`config.mk`:
```
export PLATFORM = sky130hd
export DESIGN_NAME = hilo_unit_flat
export DESIGN_NICKNAME = d
export VERILOG_FILES = /design/src/rtl/hilo_unit_if.sv /design/src/rtl/hilo_unit.sv /design/src/flat_wrapper.sv
export SDC_FILE = /design/constraint.sdc
export NUM_CORES = 1
export LEC_CHECK = 0
export BUFFER_PORTS_ARGS = -buffer_cell sky130_fd_sc_hd__buf_2
export CAP_MARGIN = 25
export CELL_PAD_IN_SITES_DETAIL_PLACEMENT = 0
export CELL_PAD_IN_SITES_GLOBAL_PLACEMENT = 1
export CORE_MARGIN = 5
export CORE_UTILIZATION = 40
export DETAILED_ROUTE_END_ITERATION = 10
export PLACE_DENSITY_LB_ADDON = 0.25
export SYNTH_ARGS = -nofsm -noshare
export SYNTH_HDL_FRONTEND = slang
export SYNTH_SLANG_ARGS = --single-unit
```
`constraint.sdc`:
```
create_clock -name clk -period 6.4 [get_ports clk]
set_clock_uncertainty 0.05 [all_clocks]
set_input_delay 1.92 -clock clk [delete_from_list [all_inputs] [get_ports clk]]
set_output_delay 1.92 -clock clk [all_outputs]
set_load 0.005 [all_outputs]
```
`src/rtl/hilo_unit_if.sv`:
```
// HI/LO unit pipeline-side bundle: issue/access requests in, read data and status out.
// Latency: none (signal grouping only).
// Backpressure: stall is returned through the slave modport and honoured by the master.
interface hilo_unit_if;
  logic [3:0]  op;
  logic        md_start;
  logic [31:0] alu_r1;
  logic [31:0] alu_r2;
  logic [31:0] x;
  logic [31:0] y;
  logic        mthi;
  logic        mtlo;
  logic        mfhi;
  logic        mflo;
  logic [31:0] rdata;
  logic        busy;
  logic        stall;
  logic        div0;

  // Pipeline (EX stage) side
  modport master (
    output op, md_start, alu_r1, alu_r2, x, y, mthi, mtlo, mfhi, mflo,
    input  rdata, busy, stall, div0
  );

  // HI/LO unit side
  modport slave (
    input  op, md_start, alu_r1, alu_r2, x, y, mthi, mtlo, mfhi, mflo,
    output rdata, busy, stall, div0
  );
endinterface

```
`src/rtl/hilo_unit.sv`:
```
// HI/LO register pair with multi-cycle mul/div commit timing and mfhi/mflo/mthi/mtlo access.
// Latency: mul/div commit MUL_LAT/DIV_LAT edges after issue; mt writes at the edge; mf reads combinational.
// Backpressure: stall asserted while busy if any access or new mul/div is requested; stalled requests are dropped.
module hilo_unit #(
  parameter int MUL_LAT = 4,
  parameter int DIV_LAT = 32
) (
  input  logic        clk,
  input  logic        rst,
  hilo_unit_if.slave  bus
);

  localparam int MAX_LAT = (MUL_LAT > DIV_LAT) ? MUL_LAT : DIV_LAT;
  localparam int CW      = (MAX_LAT > 1) ? $clog2(MAX_LAT) : 1;

  localparam logic [3:0] OP_MUL = 4'h3;
  localparam logic [3:0] OP_DIV = 4'h4;

  typedef enum logic {IDLE, BUSY} state_t;

  state_t          state, state_n;
  logic [CW-1:0]   cnt, cnt_n;
  logic [31:0]     hi, hi_n;
  logic [31:0]     lo, lo_n;
  logic [31:0]     pend_hi, pend_hi_n;
  logic [31:0]     pend_lo, pend_lo_n;
  logic            div0, div0_n;

  logic            req_any;

  assign req_any   = bus.md_start | bus.mthi | bus.mtlo | bus.mfhi | bus.mflo;
  assign bus.busy  = (state == BUSY);
  assign bus.stall = bus.busy & req_any;
  assign bus.div0  = div0;
  assign bus.rdata = bus.mfhi ? hi : (bus.mflo ? lo : 32'h0);

  // State and datapath registers; reset discards any in-flight result
  always_ff @(posedge clk) begin
    if (rst) begin
      state   <= IDLE;
      cnt     <= '0;
      hi      <= '0;
      lo      <= '0;
      pend_hi <= '0;
      pend_lo <= '0;
      div0    <= 1'b0;
    end else begin
      state   <= state_n;
      cnt     <= cnt_n;
      hi      <= hi_n;
      lo      <= lo_n;
      pend_hi <= pend_hi_n;
      pend_lo <= pend_lo_n;
      div0    <= div0_n;
    end
  end

  // Next-state: issue captures operands, countdown, commit; mt writes only when idle
  always_comb begin
    state_n   = state;
    cnt_n     = cnt;
    hi_n      = hi;
    lo_n      = lo;
    pend_hi_n = pend_hi;
    pend_lo_n = pend_lo;
    div0_n    = div0;

    unique case (state)
      IDLE: begin
        if (bus.md_start) begin
          // md_start owns the cycle; an accompanying mt write is dropped
          if (bus.op == OP_MUL) begin
            pend_hi_n = bus.alu_r2;
            pend_lo_n = bus.alu_r1;
            cnt_n     = CW'(MUL_LAT - 1);
            state_n   = BUSY;
          end else if (bus.op == OP_DIV) begin
            if (bus.y == 32'h0) begin
              // Divide by zero: HI gets the dividend, LO all ones
              pend_hi_n = bus.x;
              pend_lo_n = 32'hFFFF_FFFF;
              div0_n    = 1'b1;
            end else begin
              pend_hi_n = bus.alu_r2;
              pend_lo_n = bus.alu_r1;
            end
            cnt_n   = CW'(DIV_LAT - 1);
            state_n = BUSY;
          end
        end else begin
          if (bus.mthi) hi_n = bus.x;
          if (bus.mtlo) lo_n = bus.x;
        end
      end
      BUSY: begin
        if (cnt != '0) begin
          cnt_n = cnt - CW'(1);
        end else begin
          hi_n    = pend_hi;
          lo_n    = pend_lo;
          state_n = IDLE;
        end
      end
      default: state_n = IDLE;
    endcase
  end

endmodule

```
`src/flat_wrapper.sv`:
```
// flat-port wrapper written by rule: the top's interface ports become plain ports
module hilo_unit_flat 
#(
  parameter int MUL_LAT = 4,
  parameter int DIV_LAT = 32
)
  (clk, rst, bus_op, bus_md_start, bus_alu_r1, bus_alu_r2, bus_x, bus_y, bus_mthi, bus_mtlo, bus_mfhi, bus_mflo, bus_rdata, bus_busy, bus_stall, bus_div0);
  hilo_unit_if bus_i ();
  input  logic clk;
  input  logic rst;
  input wire logic [$bits(bus_i.op)-1:0] bus_op;
  input wire logic [$bits(bus_i.md_start)-1:0] bus_md_start;
  input wire logic [$bits(bus_i.alu_r1)-1:0] bus_alu_r1;
  input wire logic [$bits(bus_i.alu_r2)-1:0] bus_alu_r2;
  input wire logic [$bits(bus_i.x)-1:0] bus_x;
  input wire logic [$bits(bus_i.y)-1:0] bus_y;
  input wire logic [$bits(bus_i.mthi)-1:0] bus_mthi;
  input wire logic [$bits(bus_i.mtlo)-1:0] bus_mtlo;
  input wire logic [$bits(bus_i.mfhi)-1:0] bus_mfhi;
  input wire logic [$bits(bus_i.mflo)-1:0] bus_mflo;
  output wire logic [$bits(bus_i.rdata)-1:0] bus_rdata;
  output wire logic [$bits(bus_i.busy)-1:0] bus_busy;
  output wire logic [$bits(bus_i.stall)-1:0] bus_stall;
  output wire logic [$bits(bus_i.div0)-1:0] bus_div0;
  assign bus_i.op = bus_op;
  assign bus_i.md_start = bus_md_start;
  assign bus_i.alu_r1 = bus_alu_r1;
  assign bus_i.alu_r2 = bus_alu_r2;
  assign bus_i.x = bus_x;
  assign bus_i.y = bus_y;
  assign bus_i.mthi = bus_mthi;
  assign bus_i.mtlo = bus_mtlo;
  assign bus_i.mfhi = bus_mfhi;
  assign bus_i.mflo = bus_mflo;
  assign bus_rdata = bus_i.rdata;
  assign bus_busy = bus_i.busy;
  assign bus_stall = bus_i.stall;
  assign bus_div0 = bus_i.div0;
  hilo_unit #(.MUL_LAT(MUL_LAT), .DIV_LAT(DIV_LAT)) u_core (.clk(clk), .rst(rst), .bus(bus_i));
endmodule
```
==> results.cfg <==
[run_status]
status = complete, no violations

[worst_setup_path]
crit_path_end_kind = output port
worst-path-max-fanout = 33
crit_type = primary input to output port
arrival_ns = 3.10
crit_path_cell_trace = buf_2 > nand2_1 > o21ai_0 > buf_2
required_ns = 4.43
cp-start-kind = primary input
critPathTopFamily = buffers and inverters
critPathBufInv = 2
cpPeakStageDelay_ns = 0.54
slowest_stage = buf_2
cp_common_cell = buf_2

[power]
swShare_pct = 24.3
switching_power_uw = 505
comb_power_share_pct = 12.0
p_leak_nw = 3.24
p_per_area_mw_per_mm2 = 265
seqPwrFrac_pct = 44.2
internal_power_mw = 1.57
clkPwrFrac_pct = 43.8
ir_worst_vdd_mv = 0.180

[synthesis]
synth-edff-count = 0
ys_seq_area_share_pct = 43.0
synthMostInstantiatedCell = nor2_1
synth_ff_type = dfxtp_1
async_flop_share_pct = 0
synth_top_area_share_pct = 43.0
synth-seq-cells = 135
synth_area_leader_cell = dfxtp_1
ys_top_cells_by_count = 170 x nor2_1, 135 x dfxtp_1, 98 x a211oi_1, 71 x a21oi_1, 69 x nand2_1
synth.distinct_cells = 31
yosys-top-cells-area = dfxtp_1 43%, a211oi_1 12%, nor2_1 10%, a211oi_2 6.0%, a21oi_1 5.7%
synthCells = 776
syn_avg_cell_area_um2 = 8.10
synth.cell_area_mm2 = 0.00629
synth_nets = 916
yosysWarnings = 0

[finish]
nNetsFinal = 1045
layout-drive-gt1-share_pct = 26.7
area_growth_pct = 24.4
antenna_cells = 0

[floorplan]
die_x_um = 135
ioPinCount = 174
rows = 45
dieArea_mm2 = 0.0183
fp.dieH_um = 135
design.core.area_mm2 = 0.0153
start_util_pct = 41.1

[placement]
numPortBuffers = 173
hpwl_mm = 11.5
pre_cts_ws_ns = 1.33
gp_congestion = 0.790

[detailed_routing]
initialDrtViolationCount = 337
num_vias = 5884
vias_per_cell = 5.22
drc = 0
wl_per_cell_um = 15.5
dr.pass1.iters = 6
drt-total-wl_mm = 17.5
ant_nets = 0

[timing]
relSlewSlack_pct = 30.3
setup_slack_ns = 1.33
rsz0062_at_grt = no
finalSetupViolCount = 0
tns_ns = 0
drv_slew = 0
min_period_over_period_pct = 79.2
worstMarginPinSlew_ns = 1.05
fin_crit_ns = 5.07
hold_viol_final = 0
fmax_mhz = 197

[clocking]
post_cts_buffers = 0
path_clk_slew_ns = 0.05
insertion_delay_ns = 0.41
cts_resized = 0
ctsHoldBuffers = 0
ctsLongestPathBuffers = 2
cts-buffers-inserted = 17
htreeDepth = 4
clockRootBuffer = clkbuf_16
clkSinkCount = 135
tritoncts = yes

[global_route]
grt_util_all_layers_pct = 19.2
grt_pass1_wl_mm = 28.4
grt_pass1_vias = 5768
antenna_found_initial = 0
grt_max_degree = 106
grt-ovfl-total = 0

[min_path]
hold_path_class = flop to flop

[job]
drv_cap = 0
[area by class of cell]
cell class	instances	area, um2
clock buffers	28	547
multi-input cells	566	3300
clock inverters	2	10.0
repair buffers	181	981
well taps	211	264
fillers	1503	7490
inverters	4	15.0
flip-flops and latches	135	2710
[sequential cells by signal, indices dropped and copies added (netlist names)]
name and count:
u_core.pend_hi 32, u_core.lo 32, u_core.cnt 5, u_core.hi 32
u_core.pend_lo 32, u_core.bus.div0 1, u_core.bus.busy 1
[stage by stage]
stage	hold slack [ns]	std cells	total power, mW	cell area [um2]	utilization, %
after detailed placement	0.429	1096	1.18	7240	47.3
after floorplan	0.407	776	1.08	6290	-
final	0.441	1127	2.07	7820	51.1
after global routing	0.463	1127	2.17	7820	51.1
after global placement	0.419	1094	1.18	7190	47.0
after CTS	0.441	1126	2.09	7790	50.9
[power by group through the flow]
stage	combinational [mW]	clock (mW)	sequential [mW]
after floorplan	0.153	0	0.926
after global placement	0.238	0	0.937
after detailed placement	0.246	0	0.938
after CTS	0.247	0.925	0.921
after global routing	0.282	0.965	0.922
final	0.249	0.909	0.917
[layout by cell type (no fill, tap or decap), drive strengths merged]
cell type  Yosys  final
nand2b         3      3
o21ba          1      1
clkinv         0      2
dfxtp        135    135
or4            1      1
o21ai         36     36
nand2         69     69
nor2         170    170
nor3b          2      2
nor2b         32     32
clkbuf        62     28
o21a           1      1
buf            9    181
ha             1      1
mux2i         32     32
nor3           3      3
inv            4      4
a21oi         71     71
o211ai         1      1
a311oi         1      1
o31a           1      1
nand4          1      1
nor4           9      9
o22ai          1      1
xnor2          1      1
and3b          1      1
a211oi       128    128
[worst register-to-register path, stage by stage (launching register included)]
cell	delay, ns
dfxtp_1	0.35
inv_1	0.07
ha_1	0.17
nand2b_1	0.11
o31a_1	0.39
nor2_4	0.66
buf_4	0.50
nor2_1	0.09
a211oi_1	0.24
[final timing paths]
check                                startpoint              end  slack, ns  cells past startpoint
worst max register to register    u_core.cnt[0]    u_core.hi[19]       3.68                      8
worst min-delay path            u_core.bus.div0  u_core.bus.div0       0.44                      1
worst max-delay path                   bus_mflo     bus_rdata[1]       1.33                      4
worst min register to register  u_core.bus.div0  u_core.bus.div0       0.44                      1
[logic make-up (layout without fill, tap and decap cells)]
group	count (synthesis)	in the layout	share of synthesized area, %
AOI/OAI and AO/OA	241	241	27.0
xor gates and xnor gates	1	1	0.139
adders and majority gates	1	1	0.199
buffers and inverters	75	215	5.15
DFF	135	135	43.0
muxes	32	32	5.09
and+or+nand+nor	291	291	19.5
[metal layers]
metal  up-vias  global-route usage, %  routed length [um]
met5         -                      0                   0
met4         0                   4.82                 133
met3        12                   5.72                1180
met2       190                   30.7                8210
met1      2694                   25.3                7980
li1       2988                      -                   -
No activity file was read; power rests on OpenSTA's default activity.
